`src/rtl/mips_defs.sv`:
```
// Shared MIPS fetch definitions: memory map, FSM encodings and the nop word.
package mips_defs;

  localparam logic [31:0] MIPS_RESET_PC   = 32'h0000_3000;
  localparam logic [31:0] MIPS_HANDLER_PC = 32'h0000_4180;
  localparam int          MIPS_IM_WORDS   = 4096;
  localparam logic [31:0] MIPS_NOP        = 32'h0000_0000;

  typedef enum logic [1:0] {
    ST_BOOT  = 2'd0,
    ST_RUN   = 2'd1,
    ST_FAULT = 2'd2
  } fetch_state_e;

endpackage

```
`src/rtl/fetch_ctrl_pc_next_mux.sv`:
```
// Priority selector for the next fetch address, given the current FSM state.
module pc_next_mux
  import mips_defs::*;
#(
  parameter logic [31:0] RESET_PC   = MIPS_RESET_PC,
  parameter logic [31:0] HANDLER_PC = MIPS_HANDLER_PC
) (
  input  fetch_state_e state,
  input  logic [31:0]  pc,
  input  logic         illegal,
  input  logic         stall,
  input  logic         br_taken,
  input  logic [31:0]  br_target,
  input  logic         exc_req,
  input  logic         eret,
  input  logic [31:0]  epc,
  output logic [31:0]  pc_next
);

  // Exception entry outranks eret everywhere; BOOT pins the PC to the reset vector.
  always_comb begin
    pc_next = pc;
    unique case (state)
      ST_BOOT: pc_next = RESET_PC;
      ST_RUN: begin
        if (exc_req)                  pc_next = HANDLER_PC;
        else if (eret)                pc_next = epc;
        else if (illegal)             pc_next = pc;
        else if (br_taken && !stall)  pc_next = br_target;
        else if (stall)               pc_next = pc;
        else                          pc_next = pc + 32'd4;
      end
      ST_FAULT: begin
        if (exc_req)   pc_next = HANDLER_PC;
        else if (eret) pc_next = epc;
        else           pc_next = pc;
      end
      default: pc_next = RESET_PC;
    endcase
  end

endmodule

```
`src/rtl/fetch_ctrl.sv`:
```
// Instruction-fetch controller: owns the PC, boot hold, AdEL detection and fetch count.
module fetch_ctrl
  import mips_defs::*;
#(
  parameter logic [31:0] RESET_PC    = MIPS_RESET_PC,
  parameter logic [31:0] HANDLER_PC  = MIPS_HANDLER_PC,
  parameter int          IM_WORDS    = MIPS_IM_WORDS,
  parameter int          BOOT_CYCLES = 2
) (
  input  logic         clk,
  input  logic         reset,
  input  logic         stall,
  input  logic         br_taken,
  input  logic [31:0]  br_target,
  input  logic         exc_req,
  input  logic         eret,
  input  logic [31:0]  epc,
  input  logic [31:0]  instr_in,
  output logic [31:0]  pc,
  output logic [31:0]  instr_out,
  output logic         if_valid,
  output logic         adel,
  output logic [31:0]  fetch_cnt,
  output fetch_state_e state_dbg
);

  // Highest word address that still lies inside the IM image.
  localparam logic [31:0] LAST_PC = RESET_PC + 32'(4 * IM_WORDS) - 32'd4;
  localparam int          BW      = (BOOT_CYCLES > 1) ? $clog2(BOOT_CYCLES) : 1;
  localparam logic [BW-1:0] BOOT_LAST = BW'(BOOT_CYCLES - 1);

  fetch_state_e  state_q, state_d;
  logic [31:0]   pc_q, pc_d;
  logic [BW-1:0] boot_cnt_q, boot_cnt_d;
  logic [31:0]   fetch_cnt_q, fetch_cnt_d;
  logic          illegal;

  // Address error: misaligned or outside the IM window (unsigned compares).
  always_comb begin
    illegal = (pc_q[1:0] != 2'b00) || (pc_q < RESET_PC) || (pc_q > LAST_PC);
  end

  pc_next_mux #(
    .RESET_PC   (RESET_PC),
    .HANDLER_PC (HANDLER_PC)
  ) u_pc_next_mux (
    .state     (state_q),
    .pc        (pc_q),
    .illegal   (illegal),
    .stall     (stall),
    .br_taken  (br_taken),
    .br_target (br_target),
    .exc_req   (exc_req),
    .eret      (eret),
    .epc       (epc),
    .pc_next   (pc_d)
  );

  // Next-state, boot counter, fetch counter and output equations.
  always_comb begin
    state_d     = state_q;
    boot_cnt_d  = boot_cnt_q;
    fetch_cnt_d = fetch_cnt_q;
    if_valid    = (state_q == ST_RUN) && !illegal;
    adel        = (state_q != ST_BOOT) && illegal;
    instr_out   = if_valid ? instr_in : MIPS_NOP;

    unique case (state_q)
      ST_BOOT: begin
        boot_cnt_d = boot_cnt_q + BW'(1);
        if (boot_cnt_q == BOOT_LAST) state_d = ST_RUN;
      end
      ST_RUN: begin
        // A redirect in the same cycle as an illegal PC escapes FAULT.
        if (!exc_req && !eret && illegal) state_d = ST_FAULT;
      end
      ST_FAULT: begin
        if (exc_req || eret) state_d = ST_RUN;
      end
      default: state_d = ST_BOOT;
    endcase

    if (if_valid && !stall && !exc_req && !eret) fetch_cnt_d = fetch_cnt_q + 32'd1;
  end

  // State registers with synchronous reset.
  always_ff @(posedge clk) begin
    if (reset) begin
      state_q     <= ST_BOOT;
      pc_q        <= RESET_PC;
      boot_cnt_q  <= '0;
      fetch_cnt_q <= '0;
    end else begin
      state_q     <= state_d;
      pc_q        <= pc_d;
      boot_cnt_q  <= boot_cnt_d;
      fetch_cnt_q <= fetch_cnt_d;
    end
  end

  assign pc        = pc_q;
  assign fetch_cnt = fetch_cnt_q;
  assign state_dbg = state_q;

endmodule
```
`config.mk`:
```
export PLATFORM = sky130hd
export DESIGN_NAME = fetch_ctrl
export DESIGN_NICKNAME = d
export VERILOG_FILES = /design/src/rtl/mips_defs.sv /design/src/rtl/fetch_ctrl_pc_next_mux.sv /design/src/rtl/fetch_ctrl.sv
export SDC_FILE = /design/constraint.sdc
export NUM_CORES = 1
export LEC_CHECK = 0
export CAP_MARGIN = 5
export CORE_AREA = 2 2 78 118
export CTS_CLUSTER_SIZE = 10
export DETAILED_ROUTE_END_ITERATION = 16
export DIE_AREA = 0 0 80 120
export DONT_BUFFER_PORTS = 1
export PLACE_DENSITY = 0.67
export SKIP_LAST_GASP = 1
export SLEW_MARGIN = 20
export SYNTH_ARGS = -nofsm -noshare
export SYNTH_HDL_FRONTEND = slang
export SYNTH_SLANG_ARGS = --single-unit
```
`constraint.sdc`:
```
create_clock -name clk -period 3.6 [get_ports clk]
set_clock_uncertainty 0.1 [all_clocks]
set_input_delay 0.72 -clock clk [delete_from_list [all_inputs] [get_ports clk]]
set_output_delay 0.72 -clock clk [all_outputs]
set_load 0.01 [all_outputs]
```
After elaboration in Yosys (flattened, before gate mapping)
Index checks and enable logic that the tools add are counted.
{ "classes": {"n_addsub": 3, "mul": 0, "div": 0, "magnitude_cmp": 2, "eq_ne": 8, "shift": 0, "mux": 13, "bitwise": 0, "reduce_logical": 20} }
{ "ops": {"columns": ["cell", "n"], "rows": [
  ["2-to-1 mux 32 bit", 8],
  ["one-hot mux 32 bit (2 select lines)", 1],
  ["adder 32 x 1 -> 32 bit, second input constant", 1],
  ["adder 32 x 3 -> 32 bit, second input constant", 1],
  ["greater-than comparator 32 x 15 -> 1 bit, second input constant", 1],
  ["less-than comparator 32 x 14 -> 1 bit, second input constant", 1],
  ["logical AND 1 bit", 8],
  ["2-to-1 mux 2 bit", 3],
  ["one-hot mux 2 bit (3 select lines)", 1],
  ["AND reduction 3 bit", 2],
  ["!= test 5 x 4 -> 1 bit, second input constant", 1],
  ["logical NOT 1 bit", 4],
  ["!= test 2 bit, second input constant", 2],
  ["!= test 4 bit, second input constant", 1],
  ["nonzero test 2 bit", 2],
  ["logical OR 1 bit", 3],
  ["!= test 3 bit, second input constant", 1],
  ["== test 2 x 1 -> 1 bit, second input constant", 1],
  ["== test 2 bit, second input constant", 1],
  ["logical NOT 2 bit", 1],
  ["!= test 2 x 1 -> 1 bit, second input constant", 1],
  ["adder 1 bit, second input constant", 1]
]} }
{ "word_totals": {"ff_bits": 67, "latch_bits": 0, "mem_bits_rw": 0, "rom_bits": 0, "input_bits": 102, "output_inout_bits": 100, "word_cells": 50, "mem_count": 0} }

Depth between registers and ports, before layout
Gate-level depths: netlist (run 1).
{ "depth": {"depth_word": 8, "ltp_mapped": 10, "depth_no_buf": 8} }

Hierarchy
From an unflattened synthesis (run 1), not the netlist that was laid out.
{ "unflattened": {"hier_cells": 668, "hier_area_um2": 4988.5} }
{ "by_module_without_submodules": {"columns": ["module", "n_inst", "cells_per_inst", "area_each_um2", "seq_area_each_um2"], "rows": [
  ["fetch_ctrl", 1, 323, 2989.1, 1341.3],
  ["pc_next_mux", 1, 345, 1999.4, 0.0]
]} }

Worst setup path before layout (run 1)
Ideal clock, no wire load.
{ "synth_timing": {"kind": "flip-flop to output port", "start": "register pc_q[16] (netlist: pc[16])", "end": "output port instr_out[10]", "arrival_time_ps": 2103, "t_required_ps": 2780, "setup_slack_ps": 677, "stages_incl_launch_ff": 6, "path_buffers": 1, "cell_sequence": "dfxtp_1 > nor4_1 > o2111ai_1 > nor4_1 > clkbuf_1 > and3_1"} }
{ "synth_via": {"elab_chain_len": 6, "word_cells_on_any_way": 7, "cone_classes": "2 x order compare; 1 x mux; 4 x reduce/logical"} }
{ "synth_rtl": {"columns": ["element", "line", "rtl"], "rows": [
  ["start, declared", "fetch_ctrl.sv:33", "logic [31:0] pc_q, pc_d;"],
  ["start signal, assigned", "fetch_ctrl.sv:95", "pc_q <= pc_d;"],
  ["less-than comparator 32 x 14 -> 1 bit", "fetch_ctrl.sv:40", "illegal = (pc_q[1:0] != 2'b00) || (pc_q < RESET_PC) || (pc_q > LAST_PC);"],
  ["logical OR 1 bit", "fetch_ctrl.sv:40", null],
  ["logical OR 1 bit *", "fetch_ctrl.sv:40", null],
  ["logical NOT 1 bit *", "fetch_ctrl.sv:64", "if_valid = (state_q == ST_RUN) && !illegal;"],
  ["logical AND 1 bit *", "fetch_ctrl.sv:64", null],
  ["2-to-1 mux 32 bit *", "fetch_ctrl.sv:66", "instr_out = if_valid ? instr_in : MIPS_NOP;"],
  ["end, declared", "fetch_ctrl.sv:20", "output logic [31:0] instr_out,"]
]} }
Every way passes the cells marked *; elsewhere a longest branch is shown, timed or not.

Final worst setup path (run 1)
{ "layout_timing": {"start": "register pc_q[16] (netlist: pc[16])", "end": "output port instr_out[6]"} }
Same word-level chain as after synthesis.

==> impl_metrics.env, run 1 <==
export IMPL_timing_hold_ws_ns=0.356
export IMPL_dr_pass1_iters=6
export IMPL_gp_congestion=0.892
export IMPL_layout_common_cells="69 x nand2_1, 67 x dfxtp_1, 64 x nor2_1"
export IMPL_max_slew_margin_pct=43.4
export IMPL_first_iter_violations=278
export IMPL_tns_ns=0
export IMPL_grt_max_degree=61
export IMPL_synthCells=624
export IMPL_drv_cap=0
export IMPL_cts_made_buffers=9
export IMPL_seq_area_um2=1340
export IMPL_cts_tree="yes"
export IMPL_fp_dieW_um=80
export IMPL_post_cts_buffers=0
export IMPL_cts_buffer_depth=2
export IMPL_layout_drive_gt1_share_pct=6.05
export IMPL_cp_start_kind="register"
export IMPL_synth_area_um2=4550
export IMPL_status="completed"
export IMPL_vias=4878
export IMPL_seq_area_frac_synth_pct=29.5
export IMPL_p_seq_share_pct=33.9
export IMPL_crit_fanout=33
export IMPL_p_comb_share_pct=30.3
export IMPL_startpoint="pc[16]$_SDFFE_PP0P_"
export IMPL_fill_cells=829
export IMPL_wire_per_inst_um=21.3
export IMPL_grt_pass1_vias=4801
export IMPL_dp_cells=706
export IMPL_cts_max_level=3
export IMPL_multiInputGateArea_um2=3030
export IMPL_fin_cells=722
export IMPL_vias_per_cell=6.76
export IMPL_antenna_found_initial=0
export IMPL_drt_antenna_violating_nets=0
export IMPL_ir_worst_vdd_uv=262
export IMPL_root_buffer="clkbuf_16"
export IMPL_cts_resized=0
export IMPL_min_path_cells=1
export IMPL_grt_pass1_wl_mm=23.6
export IMPL_synthFlopType="dfxtp_1"
export IMPL_cts_hold_buffers=0
export IMPL_die_area_um2=9600
export IMPL_yosys_cell_types_count=62
export IMPL_fin_crit_ns=3.26
export IMPL_die_h_um=120
export IMPL_drc_errors=0
export IMPL_p_sw_share_pct=36.7
export IMPL_cts_sinks=67
export IMPL_syn_avg_cell_area_um2=7.30
export IMPL_hold_violations=0
export IMPL_p_int_uw=1540
export IMPL_reg2reg_to="pc[10]$_SDFFE_PP0P_"
export IMPL_cellPowerDensity_nw_per_um2=493
export IMPL_wirelength_mm=15.4
export IMPL_grtUsageTotal_pct=31.5
export IMPL_endpoint_kind="output pin"
export IMPL_worstHoldStart="reset"
export IMPL_core_area_um2=8620
export IMPL_rsz0062_at_grt="false"
export IMPL_diodes=0
export IMPL_rr_worst_depth=6
export IMPL_layout_commonest_cell="nand2_1"
export IMPL_clock_latency_ns=0.33
export IMPL_start_util_pct=52.8
export IMPL_io_pins=202
export IMPL_switchingPower_uw=892
export IMPL_detailed_place_hpwl_mm=11.2
export IMPL_areaGrowthSynthToFinish_pct=8.35
export IMPL_slew_viol_final=0
export IMPL_cp_required_ns=2.78
export IMPL_clk_pin_slew_ns=0.06
export IMPL_synthArstFlopShare_pct=0
export IMPL_worst_setup_path_type="register to output pin"
export IMPL_setup_violations_final=0
export IMPL_portBuffers=0
export IMPL_synth_edf_count=0
export IMPL_synth_seq_cells=67
export IMPL_overflow=0
export IMPL_hp_class="input port to register"
export IMPL_r2r_slack_ns=0.64
export IMPL_p_leak_uw=0.00173
export IMPL_std_cell_rows=42
export IMPL_tightest_slew_ns=0.848
export IMPL_max_freq_mhz=307
export IMPL_timing_final_crit_share_pct=90.5
export IMPL_timing_rr_start="pc[27]$_SDFFE_PP0P_"
export IMPL_synth_nets=731
export IMPL_hold_end="fetch_cnt[12]$_SDFFE_PP0P_"
export IMPL_synth_warnings=0
export IMPL_fin_nets=714
export IMPL_finalPower_uw=2430
export IMPL_pwr_share_clk_pct=35.9
export IMPL_arrival_ns=2.44
-- cell usage after synthesis (all sizes together), types with 5 or more instances --
| cell type | instances | area share [%] |
|---|---|---|
| o21ai | 50 | 5.6 |
| xnor2 | 14 | 2.7 |
| o211ai | 5 | 0.82 |
| and2 | 9 | 1.2 |
| buf | 7 | 0.69 |
| nor4 | 10 | 1.7 |
| clkbuf | 31 | 2.6 |
| a211oi | 5 | 0.82 |
| nand2b | 5 | 0.69 |
| dfxtp | 67 | 29 |
| nor2b | 7 | 0.96 |
| nand4 | 24 | 3.3 |
| or3 | 11 | 1.5 |
| nand3 | 39 | 4.4 |
| ha | 5 | 1.4 |
| a22o | 5 | 0.96 |
| nand2 | 69 | 5.7 |
| and4 | 7 | 1.3 |
| a21oi | 29 | 3.2 |
| inv | 14 | 1.2 |
| and3 | 43 | 5.9 |
| nor2 | 65 | 5.4 |
| nor3 | 11 | 1.2 |
| xor2 | 26 | 5.0 |
| a22oi | 9 | 1.5 |
-- power by group through the flow --
stage               registers, µW  clock network (µW)  logic (µW)
finish                        824                 873         736
global placement              836                   0         701
detailed placement            838                   0         718
global route                  826                 920         798
floorplan                     820                   0         582
CTS                           822                 883         720
-- layout make-up --
cell class / instances / area share, %
clock buffer: 9 / 4.57
clock inverter: 7 / 1.39
inverter: 14 / 1.07
multi-input combinational: 505 / 61.5
sequential: 67 / 27.2
tap: 110 / 2.79
timing repair buffer: 10 / 1.52
-- registers in the layout (all words and copies together), names as in the netlist --
name	count
boot_cnt_q	1
fetch_cnt	32
state_dbg	2
pc	32
-- cell families (layout without fill, tap and decap cells) --
family                   Yosys count  after routing  share of synthesized area (%)
buffers and inverters             52             40                           4.40
AO/OA/AOI/OAI                    151            151                           21.9
AND/OR/NAND/NOR                  307            307                           34.7
multiplexers                       2              2                          0.467
adder cells (fa/ha/maj)            5              5                           1.37
XOR/XNOR                          40             40                           7.69
flip-flops                        67             67                           29.5
-- metrics by stage --
stage          instance area [µm²]  utilization [%]  setup WS [ns]
6_report                      4930             57.2          0.342
5_1_grt                       4930             57.2          0.119
4_1_cts                       4920             57.1          0.155
3_5_place_dp                  4630             53.7          0.525
3_3_place_gp                  4630             53.7          0.630
2_1_floorplan                 4550                -          0.677
-- worst max path at each step --
stage | slack (ns) | endpoint | cells past startpoint
final | 0.34 | instr_out[6] | 5
after global routing | 0.12 | instr_out[10] | 5
after CTS | 0.16 | instr_out[6] | 5
after detailed placement | 0.52 | instr_out[24] | 5
after global placement | 0.63 | instr_out[18] | 5
after floorplan | 0.68 | instr_out[10] | 5
-- critical path, cell delays in order, from the launching register on --
cell and delay [ns]:
dfxtp_1 0.40, nor4_2 0.46, o2111ai_1 0.36, nor4_2 0.32, buf_4 0.29, and3_1 0.26
-- per-layer routing --
metal,vias up,GRT usage (%),routed length [µm]
met5,-,0,0
met4,0,21.8,975
met3,77,9.17,1460
met2,282,50.4,7400
met1,2259,35.3,5510
li1,2260,-,-
(Power assumes the default switching activity.)
==> inputs of run 2 (changes only) <==
--- a/config.mk
+++ b/config.mk
@@ -12,6 +12,7 @@
 export DIE_AREA = 0 0 80 120
 export DONT_BUFFER_PORTS = 1
 export PLACE_DENSITY = 0.67
+export SETUP_SLACK_MARGIN = 0.1
 export SKIP_LAST_GASP = 1
 export SLEW_MARGIN = 20
 export SYNTH_ARGS = -nofsm -noshare
==> results of run 2 <==
The final DEF is identical to that of run 1; final timing and power are the same.
